### config.mk
export PLATFORM = sky130hd
export DESIGN_NAME = sdram_frame_reader_flat
export DESIGN_NICKNAME = d
export VERILOG_FILES = /design/src/rtl/sdram_frame_reader_if.sv /design/src/rtl/sdram_frame_reader.sv /design/src/flat_wrapper.sv
export SDC_FILE = /design/constraint.sdc
export NUM_CORES = 1
export LEC_CHECK = 0
export CAP_MARGIN = 5
export CORE_ASPECT_RATIO = 0.5
export CORE_UTILIZATION = 30
export DETAILED_ROUTE_END_ITERATION = 10
export PLACE_DENSITY = 0.71
export SETUP_SLACK_MARGIN = 0.3
export SLEW_MARGIN = 20
export SYNTH_ARGS = -nofsm -noshare
export SYNTH_HDL_FRONTEND = slang
export SYNTH_SLANG_ARGS = --single-unit
### constraint.sdc
create_clock -name clk -period 4.9 [get_ports clk]
set_clock_uncertainty 0.1 [all_clocks]
set_input_delay 0.49 -clock clk [delete_from_list [all_inputs] [get_ports clk]]
set_output_delay 0.49 -clock clk [all_outputs]
set_load 0.005 [all_outputs]
### src/rtl/sdram_frame_reader_if.sv
// sdram_frame_reader_if: controller, FIFO and control signals of the SDRAM frame reader.
// buffer_select exists only when SDRAM_FRAME_READER_DOUBLE_BUFFER_EN is defined.
interface sdram_frame_reader_if #(
  parameter int ADDR_WIDTH         = 22,
  parameter int DATA_WIDTH         = 16,
  parameter int FIFO_POINTER_WIDTH = 5
);
  logic                          enable;
  logic [1:0]                    command;
  logic [ADDR_WIDTH-1:0]         data_address;
  logic [DATA_WIDTH-1:0]         data_read;
  logic                          data_read_valid;
  logic [FIFO_POINTER_WIDTH-1:0] fifo_used;
  logic [DATA_WIDTH-1:0]         fifo_data;
  logic                          fifo_data_enable;
  logic                          first_data_ready;
  logic                          frame_start;
`ifdef SDRAM_FRAME_READER_DOUBLE_BUFFER_EN
  logic                          buffer_select;
`endif
  modport master (
    input  enable, data_read, data_read_valid, fifo_used,
`ifdef SDRAM_FRAME_READER_DOUBLE_BUFFER_EN
    input  buffer_select,
`endif
    output command, data_address, fifo_data, fifo_data_enable, first_data_ready, frame_start
  );
  modport slave (
    output enable, data_read, data_read_valid, fifo_used,
`ifdef SDRAM_FRAME_READER_DOUBLE_BUFFER_EN
    output buffer_select,
`endif
    input  command, data_address, fifo_data, fifo_data_enable, first_data_ready, frame_start
  );
endinterface

### src/rtl/sdram_frame_reader.sv
// sdram_frame_reader: streams a linear framebuffer from SDRAM into the pixel FIFO in fixed bursts.
// SDRAM_FRAME_READER_DOUBLE_BUFFER_EN adds buffer_select to pick the frame base at reset and each wrap.
module sdram_frame_reader #(
  parameter int ADDR_WIDTH         = 22,
  parameter int DATA_WIDTH         = 16,
  parameter int BURST_LENGTH       = 8,
  parameter int FRAME_WORDS        = 307200,
  parameter int BASE_ADDRESS       = 0,
  parameter int FIFO_POINTER_WIDTH = 5,
  parameter int FIFO_HIGH_WATER    = 24
) (
  input logic clk,
  input logic reset,
  sdram_frame_reader_if.master bus
);
  localparam int CW = BURST_LENGTH > 1 ? $clog2(BURST_LENGTH) : 1;
  localparam logic [ADDR_WIDTH-1:0] BASE = ADDR_WIDTH'(BASE_ADDRESS);
  localparam logic [ADDR_WIDTH-1:0] FW = ADDR_WIDTH'(FRAME_WORDS);
  localparam logic [31:0] THRESH = 32'(FIFO_HIGH_WATER - BURST_LENGTH);
  if (FRAME_WORDS % BURST_LENGTH != 0) begin : g_bad_frame
    $error("FRAME_WORDS must be a multiple of BURST_LENGTH");
  end
  typedef enum logic {IDLE, BURST} state_t;
  state_t state_q, state_d;
  logic [CW-1:0] cnt_q, cnt_d;
  logic [ADDR_WIDTH-1:0] addr_q, addr_d, base_q, base_d, sel_base, last_addr;
  logic fs_q, fs_d, rdy_q, rdy_d;
  logic push, wrap, issue, done;
  logic [DATA_WIDTH-1:0] data_w;
`ifdef SDRAM_FRAME_READER_DOUBLE_BUFFER_EN
  assign sel_base = bus.buffer_select ? BASE + FW : BASE;
`else
  assign sel_base = BASE;
`endif
  assign last_addr = base_q + FW - ADDR_WIDTH'(1);
  assign push = state_q == BURST && bus.data_read_valid;
  assign wrap = addr_q == last_addr;
  assign issue = bus.enable && {{(32-FIFO_POINTER_WIDTH){1'b0}}, bus.fifo_used} <= THRESH;
  assign done = push && cnt_q == '0;
  always_comb begin
    state_d = state_q == IDLE ? (issue ? BURST : IDLE) : (done ? IDLE : BURST);
    cnt_d = state_q == IDLE ? CW'(BURST_LENGTH - 1) : (push ? cnt_q - CW'(1) : cnt_q);
    addr_d = push ? (wrap ? sel_base : addr_q + ADDR_WIDTH'(1)) : addr_q;
    base_d = push && wrap ? sel_base : base_q;
    fs_d = push && wrap;
    rdy_d = rdy_q | done;
  end
  always_ff @(posedge clk) begin
    if (reset) begin
      state_q <= IDLE;
      cnt_q <= '0;
      addr_q <= sel_base;
      base_q <= sel_base;
      fs_q <= 1'b0;
      rdy_q <= 1'b0;
    end else begin
      state_q <= state_d;
      cnt_q <= cnt_d;
      addr_q <= addr_d;
      base_q <= base_d;
      fs_q <= fs_d;
      rdy_q <= rdy_d;
    end
  end
  // command is a decode of the registered state, so it rises one cycle after issue
  assign bus.command = state_q == BURST ? 2'd2 : 2'd0;
  assign bus.data_address = addr_q;
  assign data_w = bus.data_read;
  assign bus.fifo_data = data_w;
  assign bus.fifo_data_enable = push;
  assign bus.first_data_ready = rdy_q;
  assign bus.frame_start = fs_q;
endmodule
### src/flat_wrapper.sv
// flat-port wrapper written by rule: the top's interface ports become plain ports
module sdram_frame_reader_flat 
#(
  parameter int ADDR_WIDTH         = 22,
  parameter int DATA_WIDTH         = 16,
  parameter int BURST_LENGTH       = 8,
  parameter int FRAME_WORDS        = 307200,
  parameter int BASE_ADDRESS       = 0,
  parameter int FIFO_POINTER_WIDTH = 5,
  parameter int FIFO_HIGH_WATER    = 24
)
  (clk, reset, bus_enable, bus_data_read, bus_data_read_valid, bus_fifo_used, bus_command, bus_data_address, bus_fifo_data, bus_fifo_data_enable, bus_first_data_ready, bus_frame_start);
  sdram_frame_reader_if #(.ADDR_WIDTH(ADDR_WIDTH), .DATA_WIDTH(DATA_WIDTH), .FIFO_POINTER_WIDTH(FIFO_POINTER_WIDTH)) bus_i ();
  input logic clk;
  input logic reset;
  input wire logic [$bits(bus_i.enable)-1:0] bus_enable;
  input wire logic [$bits(bus_i.data_read)-1:0] bus_data_read;
  input wire logic [$bits(bus_i.data_read_valid)-1:0] bus_data_read_valid;
  input wire logic [$bits(bus_i.fifo_used)-1:0] bus_fifo_used;
  output wire logic [$bits(bus_i.command)-1:0] bus_command;
  output wire logic [$bits(bus_i.data_address)-1:0] bus_data_address;
  output wire logic [$bits(bus_i.fifo_data)-1:0] bus_fifo_data;
  output wire logic [$bits(bus_i.fifo_data_enable)-1:0] bus_fifo_data_enable;
  output wire logic [$bits(bus_i.first_data_ready)-1:0] bus_first_data_ready;
  output wire logic [$bits(bus_i.frame_start)-1:0] bus_frame_start;
  assign bus_i.enable = bus_enable;
  assign bus_i.data_read = bus_data_read;
  assign bus_i.data_read_valid = bus_data_read_valid;
  assign bus_i.fifo_used = bus_fifo_used;
  assign bus_command = bus_i.command;
  assign bus_data_address = bus_i.data_address;
  assign bus_fifo_data = bus_i.fifo_data;
  assign bus_fifo_data_enable = bus_i.fifo_data_enable;
  assign bus_first_data_ready = bus_i.first_data_ready;
  assign bus_frame_start = bus_i.frame_start;
  sdram_frame_reader #(.ADDR_WIDTH(ADDR_WIDTH), .DATA_WIDTH(DATA_WIDTH), .BURST_LENGTH(BURST_LENGTH), .FRAME_WORDS(FRAME_WORDS), .BASE_ADDRESS(BASE_ADDRESS), .FIFO_POINTER_WIDTH(FIFO_POINTER_WIDTH), .FIFO_HIGH_WATER(FIFO_HIGH_WATER)) u_core (.clk(clk), .reset(reset), .bus(bus_i));
endmodule
==> impl_metrics.toml, run 1 <==
[status]
status = "complete, no violations"

[layout]
antenna_cells = 0
count_of_placed_standard_cells_in_the_final_layout_fillers_left_out = 245
number_of_fillers_in_the_final_layout = 451
final_area_sq_um = 1740
design.final.nets = 209
layout.cells.most_common = "sky130_fd_sc_hd__clkdlybuf4s50_1"
layout_common_cells = "sky130_fd_sc_hd__clkdlybuf4s50_1, sky130_fd_sc_hd__dfxtp_1, sky130_fd_sc_hd__a21oi_1, sky130_fd_sc_hd__nand2_1, sky130_fd_sc_hd__nor2_1"
post_route_cells_drive_above_1_share = 0.0503
flow.area_growth_from_synthesis_pct = 21.1

[clock_tree]
post_cts.repair.setup_buffers = 0
clock_tree_from_tritoncts = "built"
cts_max_path_buffers = 2
clk_pin_slew_ps = 90
cts_inserted_buffers = 3
numClockSinks = 28
clk_latency_ps = 270
cts_hold_fix_bufs = 0
cts.repair.resized = 0
cts-htree-levels = 1
cts_root_buffer = "sky130_fd_sc_hd__clkbuf_8"

[power]
totalPowerFinal_w = 0.000383
power_leakage_nw = 0.551
vdd_drop_max_v = 0.000102
cellPowerDensity_nw_per_um2 = 221

[sta]
fin_tns_setup_ps = 0
max_slew_margin = 0.656
layout_worst_path_cycle_share = 0.537
finalSetupViolations = 0
finalWorstPathRequiredPeriod_ps = 2630
rsz0062_at_grt = "no"
max_freq_ghz = 0.380
tightestPinTransition_ps = 514
timing_max_transition_violations_final = 0
finalWorstSetupSlack_ps = 2270
final-hold-violation-count = 0

[place]
port-buffer-count = 34
place.detailed.hpwl_um = 2120
dp_slack_ps = 1990
standard_cell_area_after_detailed_placement_sq_um = 1690
routabilityCongestion = 0.753
placedCellCount = 242

[global_routing]
via_count_of_the_first_global_routing_pass = 1148
global_route.usage.total = 0.119
grt_remaining_overflow = 0
initial_antenna_violation_count = 0
global_route_wire_length_before_repair_um = 4890
grt_max_degree = 20

[setup_path]
worst_reg_to_reg_setup_slack_ps = 2620
cp-end-kind = "flop"
crit_path_start_kind = "primary input"
required_ps = 5010
critical_path.max_fanout = 13
worst-endpoint-arrival_ps = 2740
timing.critical_path.slowest_stage_cell = "sky130_fd_sc_hd__or4b_1"
cp_cell_sequence = "clkdlybuf4s50_1 -> and4_1 -> or4b_1 -> or4_1 -> a21oi_1"
critical_path.max_stage_delay_ps = 660
path_class = "in2reg"

[synthesis]
yosysWarnings = 0
seq_area_frac_synth = 0.391
yosys_most_used_dff = "sky130_fd_sc_hd__dfxtp_1"
syn-mean-instance-area_sq_um = 8.63
synth.area.top_cells = "sky130_fd_sc_hd__dfxtp_1, sky130_fd_sc_hd__buf_4, sky130_fd_sc_hd__a21oi_1, sky130_fd_sc_hd__xor2_1, sky130_fd_sc_hd__nand2_1"
async_reset_ff_frac = 0
synth.largest_area_cell = "sky130_fd_sc_hd__dfxtp_1"
yosysTopAreaCellShare = 0.391
syn-instance-count = 166
synth-seq-cells = 28
synth-edff-count = 0
synthDistinctLibCells = 32
synthesis.nets = 194
syn_area_sq_um = 1430

[detailed_routing]
drc_errors = 0
wl_per_cell_um = 11.8
route.vias.total = 1183
drt_iter0_markers = 27
routed_wl_um = 2890
postRouteAntennaNets = 0
detailedRoute.firstPassIterationCount = 4
via_per_inst = 4.83

[floorplan]
floorplan.die_area_sq_um = 5070
top_level_i_o_count = 68
die-width_um = 99.7
core.rowCount = 17
initial_core_util = 0.319
die_height_um = 50.9
core_region_sq_um = 4490

[worst_hold_path]
worst_hold_path_type = "reg2reg"

[flow_run]
maxCapViolCount = 0
==> worst paths after layout <==
path / from / endpoint / depth (start not counted)
worst max-delay path: bus_data_read_valid / u_core.bus.data_address[21]$_SDFFE_PP0P_ / 5
worst min-delay path: u_core.bus.first_data_ready$_SDFF_PP0_ / u_core.bus.first_data_ready$_SDFF_PP0_ / 2
worst max register to register: u_core.state_q$_SDFF_PP0_ / u_core.bus.data_address[21]$_SDFFE_PP0P_ / 4
worst min register to register: u_core.bus.first_data_ready$_SDFF_PP0_ / u_core.bus.first_data_ready$_SDFF_PP0_ / 2
==> routing by layer <==
layer / vias to the layer above / GRT usage / part of all wire
met5: - / 0 / 0
met3: 6 / 0.0342 / 0.043
met4: 0 / 0.0417 / 0.013
li1: 594 / - / -
met2: 17 / 0.222 / 0.52
met1: 566 / 0.133 / 0.42
==> flip-flops by register name, summed over array words and instances (netlist names) <==
signal	cells
u_core.bus.first_data_ready	1
u_core.bus.frame_start	1
u_core.cnt_q	3
u_core.state_q	1
u_core.bus.data_address	22
==> synthesized netlist by cell type, types with 3 or more instances <==
cell and number:
sky130_fd_sc_hd__dfxtp_1 28, sky130_fd_sc_hd__buf_4 18, sky130_fd_sc_hd__a21oi_1 14, sky130_fd_sc_hd__nand2_1 13, sky130_fd_sc_hd__nor2_1 13, sky130_fd_sc_hd__xor2_1 7
sky130_fd_sc_hd__inv_1 6, sky130_fd_sc_hd__o21ai_0 6, sky130_fd_sc_hd__o31ai_1 6, sky130_fd_sc_hd__or4_1 6, sky130_fd_sc_hd__or3_1 5, sky130_fd_sc_hd__xnor2_1 5
sky130_fd_sc_hd__nand3_1 4, sky130_fd_sc_hd__nand4_1 4, sky130_fd_sc_hd__nor3_1 4, sky130_fd_sc_hd__clkbuf_1 3, sky130_fd_sc_hd__ha_1 3
==> cell families after synthesis <==
group                    synth area share
other                             0.00262
AO/OA/AOI/OAI                       0.133
adder cells (fa/ha/maj)            0.0262
flip-flops                          0.391
AND/OR/NAND/NOR                     0.245
XOR/XNOR                           0.0734
buffers and inverters               0.128
==> metrics by stage <==
| step | util | hold WS [ps] |
|---|---|---|
| finish | 0.387 | 391 |
| CTS | 0.387 | 397 |
| detailed placement | 0.377 | 376 |
| global placement | 0.377 | 354 |
| global route | 0.387 | 436 |
| floorplan | - | 365 |
==> critical path, delay by kind of cell <==
| family | cells | cell delay [ps] |
|---|---|---|
| AOI/OAI and AO/OA | 1 | 140 |
| buffers and inverters | 1 | 610 |
| and+or+nand+nor | 3 | 1500 |
==> area by class of cell <==
type / count / area (sq um) / area share
sequential: 28 / 561 / 0.323
multi-input combinational: 108 / 688 / 0.397
inverter: 6 / 22.5 / 0.0130
clock buffer: 3 / 41.3 / 0.0238
tap: 66 / 82.6 / 0.0476
timing repair buffer: 34 / 340 / 0.196
==> power by group <==
| part | internal, W | switching, W | leakage, nW |
|---|---|---|---|
| Sequential | 0.000231 | 0.00000315 | 0.227 |
| Clock | 0.0000552 | 0.0000685 | 0.0216 |
| Combinational | 0.0000138 | 0.0000113 | 0.303 |
| Total | 0.000300 | 0.0000830 | 0.551 |
(Power assumes the default switching activity.)
==> run 2: changes to the inputs <==
--- a/config.mk
+++ b/config.mk
@@ -9,7 +9,7 @@
 export CORE_ASPECT_RATIO = 0.5
 export CORE_UTILIZATION = 30
 export DETAILED_ROUTE_END_ITERATION = 10
-export PLACE_DENSITY = 0.71
+export PLACE_DENSITY = 0.73
 export SETUP_SLACK_MARGIN = 0.3
 export SLEW_MARGIN = 20
 export SYNTH_ARGS = -nofsm -noshare
==> constraint.sdc (replaced) <==
create_clock -name clk -period 2.3 [get_ports clk]
set_clock_uncertainty 0.1 [all_clocks]
set_input_delay 0.23 -clock clk [delete_from_list [all_inputs] [get_ports clk]]
set_output_delay 0.23 -clock clk [all_outputs]
set_load 0.005 [all_outputs]
==> impl_metrics.toml, run 2 (synthesis gave the netlist of run 1 again) <==
[status]
status = "complete, no violations"

[global_routing]
grt_remaining_overflow = 0
via_count_of_the_first_global_routing_pass = 1131
global_route.usage.total = 0.131
global_route_wire_length_before_repair_um = 5220
grt_max_degree = 16
initial_antenna_violation_count = 0

[detailed_routing]
drc_errors = 0
drt_iter0_markers = 35
wl_per_cell_um = 12.2
via_per_inst = 4.80
routed_wl_um = 3230
route.vias.total = 1267
postRouteAntennaNets = 0
detailedRoute.firstPassIterationCount = 4

[clock_tree]
clk_pin_slew_ps = 90
numClockSinks = 28
cts_root_buffer = "sky130_fd_sc_hd__clkbuf_8"
clk_latency_ps = 270
cts_inserted_buffers = 3
cts_hold_fix_bufs = 0
cts_max_path_buffers = 2
clock_tree_from_tritoncts = "built"
cts-htree-levels = 1

[setup_path]
worst-endpoint-arrival_ps = 2080
required_ps = 2410
path_class = "reg2reg"
worstPathBufferInverterCount = 1
timing.critical_path.slowest_stage_cell = "sky130_fd_sc_hd__or4b_4"
crit_family = "simple AND/OR/NAND/NOR gates"
cp_cell_sequence = "and4_1 -> or4b_4 -> buf_6 -> or4_1 -> a21oi_1"
crit_path_start_kind = "flop"
critical_path.max_fanout = 9
cp-end-kind = "flop"
critical_path.max_stage_delay_ps = 460

[floorplan]
die_height_um = 50.9
die-width_um = 99.7
floorplan.die_area_sq_um = 5070
core_region_sq_um = 4490
top_level_i_o_count = 68
initial_core_util = 0.319
core.rowCount = 17

[place]
place.detailed.hpwl_um = 2310
routabilityCongestion = 0.760
port-buffer-count = 34

[power]
clkPwrFrac = 0.323
internal-power_w = 0.000648
p_comb_frac = 0.081
vdd_drop_max_v = 0.000198
switching_share = 0.222
power_leakage_nw = 0.652
totalPowerFinal_w = 0.000833
seqPwrFrac = 0.596
cellPowerDensity_nw_per_um2 = 428
power.net_switching_w = 0.000185

[sta]
finalWorstPathRequiredPeriod_ps = 1970
final-hold-violation-count = 0
max_freq_ghz = 0.507
final.hold.worst_slack_ps = 360
rsz0062_at_grt = "yes"
timing_max_transition_violations_final = 0
finalSetupViolations = 0
layout_worst_path_cycle_share = 0.858
fin_tns_setup_ps = 0

[layout]
layout_common_cells = "sky130_fd_sc_hd__clkdlybuf4s50_1, sky130_fd_sc_hd__dfxtp_1, sky130_fd_sc_hd__buf_4, sky130_fd_sc_hd__nor2_1"
post_route_cells_drive_above_1_share = 0.212
antenna_cells = 0
fin_util = 0.434
largest_register_ffs = 22
area_of_the_multi_input_gates_sq_um = 729
layout.area.seq_sq_um = 576
design.final.nets = 227
layout.cells.most_common = "sky130_fd_sc_hd__clkdlybuf4s50_1"
flow.area_growth_from_synthesis_pct = 35.8
number_of_fillers_in_the_final_layout = 436

[worst_hold_path]
worst_hold_path_type = "in2out"

[flow_run]
maxCapViolCount = 0
[run 2: cell types whose count changed in the layout (fill, tap and decap cells not counted), sizes merged]
cell / before / now
dlygate4sd2: 0 / 1
clkinv: 0 / 1
buf: 0 / 18
clkdlybuf4s50: 34 / 33
[run 2: through the flow]
step           area, sq um  setup slack, ps  instances
6_report              1950              327        264
5_1_grt               1950              272        264
4_1_cts               1920              302        262
3_5_place_dp          1820             -119        253
3_3_place_gp          1820            -81.3        253
2_1_floorplan         1470              304        166
[run 2: area by class of cell]
class / count / share of cell area
Sequential cell: 28 / 0.296
Inverter: 6 / 0.0116
Timing Repair Buffer: 52 / 0.252
Clock inverter: 1 / 0.00193
Multi-Input combinational cell: 108 / 0.375
Clock buffer: 3 / 0.0212
Tap cell: 66 / 0.0424
[run 2: worst paths after layout]
kind	slack [ps]	end	cells after the start	startpoint
setup reg to reg	330	u_core.bus.data_address[21]$_SDFFE_PP0P_	5	u_core.bus.data_address[0]$_SDFFE_PP0P_
setup / recovery	330	u_core.bus.data_address[21]$_SDFFE_PP0P_	5	u_core.bus.data_address[0]$_SDFFE_PP0P_
hold reg to reg	380	u_core.bus.first_data_ready$_SDFF_PP0_	2	u_core.bus.first_data_ready$_SDFF_PP0_
hold / removal	360	bus_fifo_data[10]	0	bus_data_read[10]
[run 2: layer usage]
metal,track usage,share of wire
met3,0.0342,0.039
met4,0.0539,0.0080
met2,0.233,0.51
met5,0,0
met1,0.153,0.44
[run 2: timing repair]
action | 4_1_cts | 5_1_grt
endpoints found under the hold margin | 0 | 0
pin swaps | 3 | 2
buffers inserted | 5 | 2
endpoints found under the setup margin | 10 | 9
gates resized for setup | 7 | 7
[run 2: power by group through the flow]
stage	combinational, W	sequential [W]	clock [W]
6_report	0.0000673	0.000497	0.000269
3_3_place_gp	0.0000645	0.000508	0
3_5_place_dp	0.0000678	0.000508	0
2_1_floorplan	0.0000519	0.000508	0
4_1_cts	0.0000675	0.000497	0.000285
5_1_grt	0.0000741	0.000498	0.000306
